--- src/rtl/alu_iter_if.sv ---
// Operation/result handshake bundle for the iterative execute unit.
interface alu_iter_if #(
  parameter int WIDTH = 32
);
  logic             in_valid;
  logic             in_ready;
  logic [2:0]       ALUControl;
  logic             sra;
  logic             slt_signed;
  logic [WIDTH-1:0] SrcA;
  logic [WIDTH-1:0] SrcB;
  logic             out_valid;
  logic             out_ready;
  logic [WIDTH-1:0] ALUResult;
  logic             Zero;

  modport master (
    output in_valid, ALUControl, sra, slt_signed, SrcA, SrcB, out_ready,
    input  in_ready, out_valid, ALUResult, Zero
  );

  modport slave (
    input  in_valid, ALUControl, sra, slt_signed, SrcA, SrcB, out_ready,
    output in_ready, out_valid, ALUResult, Zero
  );
endinterface

--- src/rtl/alu_iter.sv ---
// Multi-cycle integer execute unit: single-cycle logic/arith/compare,
// 1-bit-per-cycle serial shifter, valid/ready on both sides.
module alu_iter #(
  parameter int WIDTH = 32
) (
  input  logic       clk,
  input  logic       reset_n,
  alu_iter_if.slave  bus
);
  localparam int SHW = $clog2(WIDTH);
  localparam logic [SHW-1:0] CNT_ONE = SHW'(1);

  typedef enum logic [1:0] {
    IDLE  = 2'd0,
    SHIFT = 2'd1,
    DONE  = 2'd2
  } state_t;

  state_t           state, state_nxt;
  logic [WIDTH-1:0] acc, acc_step, result, alu_out;
  logic [SHW-1:0]   cnt, shamt;
  logic             shl, arith, zero_q, valid_q;
  logic             is_shift, start_shift, slt_lt;

  assign shamt       = bus.SrcB[SHW-1:0];
  assign is_shift    = (bus.ALUControl == 3'b101) || (bus.ALUControl == 3'b111);
  assign start_shift = is_shift && (shamt != '0);
  assign slt_lt      = bus.slt_signed ? ($signed(bus.SrcA) < $signed(bus.SrcB))
                                      : (bus.SrcA < bus.SrcB);

  // Single-cycle result for every op; shifts by 0 pass SrcA through.
  always_comb begin
    alu_out = '0;
    case (bus.ALUControl)
      3'b000:  alu_out = bus.SrcA + bus.SrcB;
      3'b001:  alu_out = bus.SrcA - bus.SrcB;
      3'b010:  alu_out = bus.SrcA & bus.SrcB;
      3'b011:  alu_out = bus.SrcA | bus.SrcB;
      3'b100:  alu_out = bus.SrcA ^ bus.SrcB;
      3'b110:  alu_out = {{(WIDTH-1){1'b0}}, slt_lt};
      default: alu_out = bus.SrcA;
    endcase
  end

  // One serial shift step in the captured direction and fill.
  always_comb begin
    if (shl) acc_step = {acc[WIDTH-2:0], 1'b0};
    else     acc_step = {arith & acc[WIDTH-1], acc[WIDTH-1:1]};
  end

  // State register.
  always_ff @(posedge clk or negedge reset_n) begin
    if (!reset_n) state <= IDLE;
    else          state <= state_nxt;
  end

  // Next-state decode and in_ready.
  always_comb begin
    state_nxt    = state;
    bus.in_ready = 1'b0;
    case (state)
      IDLE: begin
        bus.in_ready = 1'b1;
        if (bus.in_valid) state_nxt = start_shift ? SHIFT : DONE;
      end
      SHIFT:   if (cnt == CNT_ONE) state_nxt = DONE;
      DONE:    if (bus.out_ready) state_nxt = IDLE;
      default: state_nxt = IDLE;
    endcase
  end

  // Operand capture, serial shifting and registered result/flags.
  always_ff @(posedge clk or negedge reset_n) begin
    if (!reset_n) begin
      acc     <= '0;
      cnt     <= '0;
      shl     <= 1'b0;
      arith   <= 1'b0;
      result  <= '0;
      zero_q  <= 1'b0;
      valid_q <= 1'b0;
    end else begin
      case (state)
        IDLE: begin
          if (bus.in_valid) begin
            if (start_shift) begin
              acc   <= bus.SrcA;
              cnt   <= shamt;
              shl   <= (bus.ALUControl == 3'b111);
              arith <= bus.sra;
            end else begin
              result <= alu_out;
              zero_q <= (alu_out == '0);
            end
          end
        end
        SHIFT: begin
          acc <= acc_step;
          cnt <= cnt - CNT_ONE;
          if (cnt == CNT_ONE) begin
            result <= acc_step;
            zero_q <= (acc_step == '0);
          end
        end
        default: ;
      endcase
      valid_q <= (state_nxt == DONE);
    end
  end

  assign bus.ALUResult = result;
  assign bus.Zero      = zero_q;
  assign bus.out_valid = valid_q;
endmodule

--- src/flat_wrapper.sv ---
// flat-port wrapper written by rule: the top's interface ports become plain ports
module alu_iter_flat 
#(
  parameter int WIDTH = 32
)
  (clk, reset_n, bus_in_valid, bus_ALUControl, bus_sra, bus_slt_signed, bus_SrcA, bus_SrcB, bus_out_ready, bus_in_ready, bus_out_valid, bus_ALUResult, bus_Zero);
  alu_iter_if #(.WIDTH(WIDTH)) bus_i ();
  input  logic clk;
  input  logic reset_n;
  input wire logic [$bits(bus_i.in_valid)-1:0] bus_in_valid;
  input wire logic [$bits(bus_i.ALUControl)-1:0] bus_ALUControl;
  input wire logic [$bits(bus_i.sra)-1:0] bus_sra;
  input wire logic [$bits(bus_i.slt_signed)-1:0] bus_slt_signed;
  input wire logic [$bits(bus_i.SrcA)-1:0] bus_SrcA;
  input wire logic [$bits(bus_i.SrcB)-1:0] bus_SrcB;
  input wire logic [$bits(bus_i.out_ready)-1:0] bus_out_ready;
  output wire logic [$bits(bus_i.in_ready)-1:0] bus_in_ready;
  output wire logic [$bits(bus_i.out_valid)-1:0] bus_out_valid;
  output wire logic [$bits(bus_i.ALUResult)-1:0] bus_ALUResult;
  output wire logic [$bits(bus_i.Zero)-1:0] bus_Zero;
  assign bus_i.in_valid = bus_in_valid;
  assign bus_i.ALUControl = bus_ALUControl;
  assign bus_i.sra = bus_sra;
  assign bus_i.slt_signed = bus_slt_signed;
  assign bus_i.SrcA = bus_SrcA;
  assign bus_i.SrcB = bus_SrcB;
  assign bus_i.out_ready = bus_out_ready;
  assign bus_in_ready = bus_i.in_ready;
  assign bus_out_valid = bus_i.out_valid;
  assign bus_ALUResult = bus_i.ALUResult;
  assign bus_Zero = bus_i.Zero;
  alu_iter #(.WIDTH(WIDTH)) u_core (.clk(clk), .reset_n(reset_n), .bus(bus_i));
endmodule
--- config.mk ---
export PLATFORM = sky130hd
export DESIGN_NAME = alu_iter_flat
export DESIGN_NICKNAME = d
export VERILOG_FILES = /design/src/rtl/alu_iter_if.sv /design/src/rtl/alu_iter.sv /design/src/flat_wrapper.sv
export SDC_FILE = /design/constraint.sdc
export NUM_CORES = 1
export LEC_CHECK = 0
export ABC_AREA = 1
export CAP_MARGIN = 20
export CORE_AREA = 2 2 141 143
export DETAILED_ROUTE_END_ITERATION = 12
export DIE_AREA = 0 0 143 145
export GPL_TIMING_DRIVEN = 0
export PLACE_DENSITY = 0.79
export SETUP_SLACK_MARGIN = 0.15
export SLEW_MARGIN = 20
export SYNTH_ARGS = -nofsm -noshare
export SYNTH_HDL_FRONTEND = slang
export SYNTH_SLANG_ARGS = --single-unit
--- constraint.sdc ---
create_clock -name clk -period 3.1 [get_ports clk]
set_clock_uncertainty 0.05 [all_clocks]
set_input_delay 0.62 -clock clk [delete_from_list [all_inputs] [get_ports clk]]
set_output_delay 0.62 -clock clk [all_outputs]
set_load 0.05 [all_outputs]
# [After elaboration in Yosys (flattened, before gate mapping)]
# Index checks and enable logic that the tools add are counted.
# Widths: inputs -> output; s select.
[totals] regBits=75 word_cells=66
[op_classes] addsub=3 magnitude_cmp=2 eq_ne=15 muxes=23 bitwise=4 reduce_logical=11
[ops] op="$mux 32" n=6
[ops] op="$pmux 32 s6" n=1
[ops] op="$pmux 32 s2" n=2
[ops] op="$logic_not 32->1" n=2
[ops] op="$lt 32x32->1" n=2
[ops] op="$add 32x32->32" n=1
[ops] op="$and 32x32->32" n=1
[ops] op="$or 32x32->32" n=1
[ops] op="$sub 32x32->32" n=1
[ops] op="$xor 32x32->32" n=1
[ops] op="$eq 3x3->1 const B" n=4
[ops] op="$mux 5" n=2
[ops] op="$pmux 5 s2" n=1
[ops] op="$mux 2" n=4
[ops] op="$eq 3x2->1 const B" n=2
[ops] op="$pmux 2 s3" n=1
[ops] op="$reduce_and 3->1" n=2
[ops] op="$eq 5x1->1 const B" n=1
[ops] op="$mux 1" n=5
[ops] op="$reduce_bool 5->1" n=1
[ops] op="$sub 5x1->5 const B" n=1
[ops] op="$eq 2x2->1 const B" n=2
[ops] op="$ne 2x1->1 const B" n=2
[ops] op="$ne 2x2->1 const B" n=2
[ops] op="other kinds (10)" n=10

# [Depth between registers and ports, before layout]
[logic_depth] ltp_word=7 ltp_mapped=24 ltp_nobuf=23

# [Worst setup path after synthesis]
# Ideal clock, no wire load.
[synth_path] path_type="input -> register" start="in bus_SrcA[0]" end="reg u_core.zero_q, in the netlist u_core.bus.Zero" setup_time_ps=72 t_arrival_ps=2483 t_required_ps=2978 setup_slack_ps=495 stages=21 cell_sequence="inv_1 -> ha_1 -> inv_1 -> fa_1 -> nand2_1 -> nand2_1 -> nand3_1 -> nand2_1 -> nand2_1 -> nand2_1 -> nand2_1 -> nand3_1 -> nand3_1 -> nand4_1 -> nor2_1 -> nand2_1 -> nor2_1 -> nand3_1 -> nor2_1 -> nor2_1 -> nor2_1"
[synth_via] elab_chain_len=7 word_cells_on_any_way=13
[synth_rtl] element="start: declaration" line="flat_wrapper.sv:14" rtl="input wire logic [$bits(bus_i.SrcA)-1:0] bus_SrcA;"
[synth_rtl] element="$lt 32x32->1 (on tied branches)" line="alu_iter.sv:29, alu_iter.sv:28"
[synth_rtl] element="$mux 1" line="alu_iter.sv:28" rtl="assign slt_lt = bus.slt_signed ? ($signed(bus.SrcA) < $signed(bus.SrcB))"
[synth_rtl] element="$pmux 32 s6 (*)" line="alu_iter.sv:34" rtl="case (bus.ALUControl)"
[synth_rtl] element="$logic_not 32->1 (*)" line="alu_iter.sv:93" rtl="zero_q <= (alu_out == '0);"
[synth_rtl] element="$mux 1 (*)" line="alu_iter.sv:86" rtl="if (start_shift) begin"
[synth_rtl] element="$mux 1 (*)" line="alu_iter.sv:85" rtl="if (bus.in_valid) begin"
[synth_rtl] element="$pmux 1 s2 (*)" line="alu_iter.sv:83" rtl="case (state)"
[synth_rtl] element="end signal: assignment" line="alu_iter.sv:93"
[synth_rtl] element="end signal: assignment" line="alu_iter.sv:102" rtl="zero_q <= (acc_step == '0);"
[synth_rtl] element="end: declaration" line="alu_iter.sv:22" rtl="logic shl, arith, zero_q, valid_q;"
# Mark *: on every way between the ends. The rest lies on a longest branch, timed or not. The select of a mux whose other input is x is not followed.
# A chain may end at the register's enable or synchronous reset.

# [Final worst setup path]
[layout_path] start="in bus_SrcB[30]" end="reg u_core.zero_q, in the netlist u_core.bus.Zero"
[layout_via] elab_chain_len=7 word_cells_on_any_way=13
[layout_rtl] element="start: declaration" line="flat_wrapper.sv:15" rtl="input wire logic [$bits(bus_i.SrcB)-1:0] bus_SrcB;"
[layout_rtl] element="$lt 32x32->1 (on tied branches)" line="alu_iter.sv:29, alu_iter.sv:28"
[layout_rtl] element="$mux 1" line="alu_iter.sv:28"
[layout_rtl] element="$pmux 32 s6 (*)" line="alu_iter.sv:34"
[layout_rtl] element="$logic_not 32->1 (*)" line="alu_iter.sv:93"
[layout_rtl] element="$mux 1 (*)" line="alu_iter.sv:86"
[layout_rtl] element="$mux 1 (*)" line="alu_iter.sv:85"
[layout_rtl] element="$pmux 1 s2 (*)" line="alu_iter.sv:83"
# Marked as above.

==> out/qor.csv <==
metric,value,unit
global-route wire length before repair,66.0,mm
"Async S/R FF share, synth",100,%
H-Tree Depth,3,
PwrDens,582,mW/mm^2
Slew HR,53.0,%
fmax,327,MHz
fin nets,2149,
R2R Setup Slk,0.47,ns
area delta synth->final,30.3,%
Mapped Avg Cell Area,5.83,sq um
ANT nets after route,0,
final cell count without fillers,2243,
# diodes,0,
syn nets,1972,
final setup vio count,0,
total CTS buffers,9,
post-synthesis sequential area ratio,17.9,%
TritonCTS clock tree,built,
die area,0.0207,sq mm
final design area excluding fillers,0.0136,sq mm
CTS Root Cell,clkbuf_16,
number of remaining DRC errors,0,
P_leak,6.96,nW
post-synthesis register bit count,75,
I/O pin cnt,108,
"top cells by count, synth","517 x nand2_1, 290 x inv_1, 189 x nor2_1",
warnings from Yosys,0,
Post-DP HPWL,34.2,mm
First-pass DRT Iterations,8,
Worst setup EP type,flop,
gr usage total,41.2,%
vias in the first global route,12300,
R2R cell count,7,
Mapped Cells,1796,
reg2reg end,u_core.bus.ALUResult[20],
CP Data Required Time,3.33,ns
worst slew pin tran,0.706,ns
CTS sink cnt,75,
outcome,finished clean,
DP Cell Count,2169,
kind of start point of the critical path,input port,
"Slew Viols, Final",0,
Hold Path Class,input port to asynchronous set/reset pin,
row cnt,51,
fraction of layout cells with a size suffix above 1,22.2,%
min cycle time layout,3.06,ns
drt wl/cell,19.8,microns
Final Hold Vio Count,0,
Final GP Congestion,1.03,
Bufs on Longest Clock Path,2,
core area,0.0192,sq mm
clk slew on worst S/H paths,0.06,ns
top-count cell post-synth,nand2_1,
Port Buffers,107,
Unique masters post-synth,44,
Vias,13300,
RSZ-0062 raised after global routing,yes,
Vias/cell,5.93,
Post-Place Cell Area,0.0119,sq mm
largest area contributor in the netlist,nand2_1,
CP Max Fanout,8,
area share of the largest cell type after synthesis,18.5,%
cts hold-fix bufs,0,
"top cells by area, synth","nand2_1 19%, dfrtp_1 18%, ha_1 12%",
Mapped Area,0.0105,sq mm
"Period Utilization, post-route",98.7,%
Critical R2R Launch,u_core.state[1],
Skew-Pair Late Insertion Delay,0.35,ns
Worst EP arrival,3.29,ns
maximum vdd drop,0.000714,V
Main synth FF type,dfrtp_1,
Routed WL,44.5,mm
total congestion overflow,0,
initial antenna violation count,0,
DR iter-0 viols,1413,
largest net degree at the start of global routing,51,
Die X,143,microns
number of synthesized flops with an enable pin,0,
Crit Path Class,input port to flop,
Max Cap Violations,0,
Initial Utilization,54.5,%
Die Ht,145,microns
-- final cells by class --
class	instances	area (sq um)
buffer	74	569
clock buffer	11	233
clock inverter	5	63.8
fill	1697	5560
inverter	300	1140
multi-input combinational	1347	8030
sequential	75	1880
tap	265	332
timing repair buffer	166	1410
-- worst max-delay path by stage --
| stage | slack (ns) | end | cells past startpoint | startpoint |
|---|---|---|---|---|
| after detailed placement | -0.97 | u_core.bus.Zero | 20 | bus_SrcA[7] |
| after global placement | -1.23 | u_core.arith | 1 | reset_n |
| after CTS | 0.05 | u_core.bus.Zero | 21 | bus_SrcA[12] |
| after floorplan | 0.50 | u_core.bus.Zero | 21 | bus_SrcA[0] |
| after global routing | -0.06 | u_core.bus.Zero | 23 | bus_SrcB[21] |
| final | 0.04 | u_core.bus.Zero | 17 | bus_SrcB[30] |
-- registers in the layout (all words and copies together), names as in the netlist --
| name | count |
|---|---|
| u_core.bus.out_valid | 1 |
| u_core.cnt | 5 |
| u_core.shl | 1 |
| u_core.bus.ALUResult | 32 |
| u_core.arith | 1 |
| u_core.state | 2 |
| u_core.bus.Zero | 1 |
| u_core.acc | 32 |
-- layer usage --
| metal | vias to the layer above | GRT usage, % | share of wire [%] |
|---|---|---|---|
| met5 | - | 0 | 0 |
| met4 | 0 | 25.3 | 6.8 |
| met3 | 196 | 5.58 | 10 |
| met2 | 896 | 64.4 | 45 |
| met1 | 6045 | 53.5 | 38 |
| li1 | 6160 | - | - |
-- logic make-up after synthesis --
| family | after synthesis | share of synthesized area [%] |
|---|---|---|
| XOR/XNOR | 1 | 0.0836 |
| flip-flops | 75 | 17.9 |
| buffers and inverters | 374 | 14.8 |
| adder cells (fa/ha/maj) | 103 | 12.4 |
| AO/OA/AOI/OAI | 247 | 14.2 |
| AND/OR/NAND/NOR | 996 | 40.5 |
-- cell usage in the layout, fill, tap and decap left out, types with 44 or more instances in the layout --
master / instances
nand2_2: 51
o21ai_0: 57
clkdlybuf4s50_1: 44
inv_1: 253
dfrtp_1: 75
nor2_1: 136
a21oi_1: 50
nand2_1: 451
nand3_1: 149
ha_1: 93
buf_4: 58
-- through the flow --
step	utilization (%)	setup slack [ns]	setup TNS, ns	hold slack, ns	power, mW
floorplan	-	0.495	0	0.274	4.77
global placement	61.8	-1.23	-104.01	0.428	6.23
detailed placement	62.0	-0.966	-15.75	0.433	6.32
CTS	68.1	0.0492	0	0.142	7.61
global route	71.1	-0.0584	-0.0584	0.156	8.36
finish	71.1	0.0405	0	0.127	7.94
-- critical path: stages --
cell	delay (ns)
clkdlybuf4s50_1	0.49
inv_1	0.07
ha_1	0.28
clkbuf_4	0.18
inv_1	0.12
o21ai_0	0.11
nor2_1	0.15
nand2_1	0.07
a21oi_1	0.15
nand3_1	0.11
nand3_1	0.12
nand4_1	0.17
nor2_1	0.20
nand4_1	0.13
nor2_2	0.14
nor2_1	0.05
nor2_1	0.12
-- report_power, final --
group / leakage [nW] / internal (mW) / total, mW / switching, mW
Sequential: 0.893 / 1.47 / 1.76 / 0.293
Combinational: 5.93 / 1.68 / 5.12 / 3.43
Clock: 0.140 / 0.628 / 1.07 / 0.440
Total: 6.96 / 3.78 / 7.94 / 4.16
-- what timing repair did --
action,4_1_cts,5_1_grt
setup endpoints to repair,41,60
cloned,1,1
buffers inserted,37,19
pin swaps,58,57
gates resized for setup,272,212
Note: power is estimated with default switching activity, not from simulation.
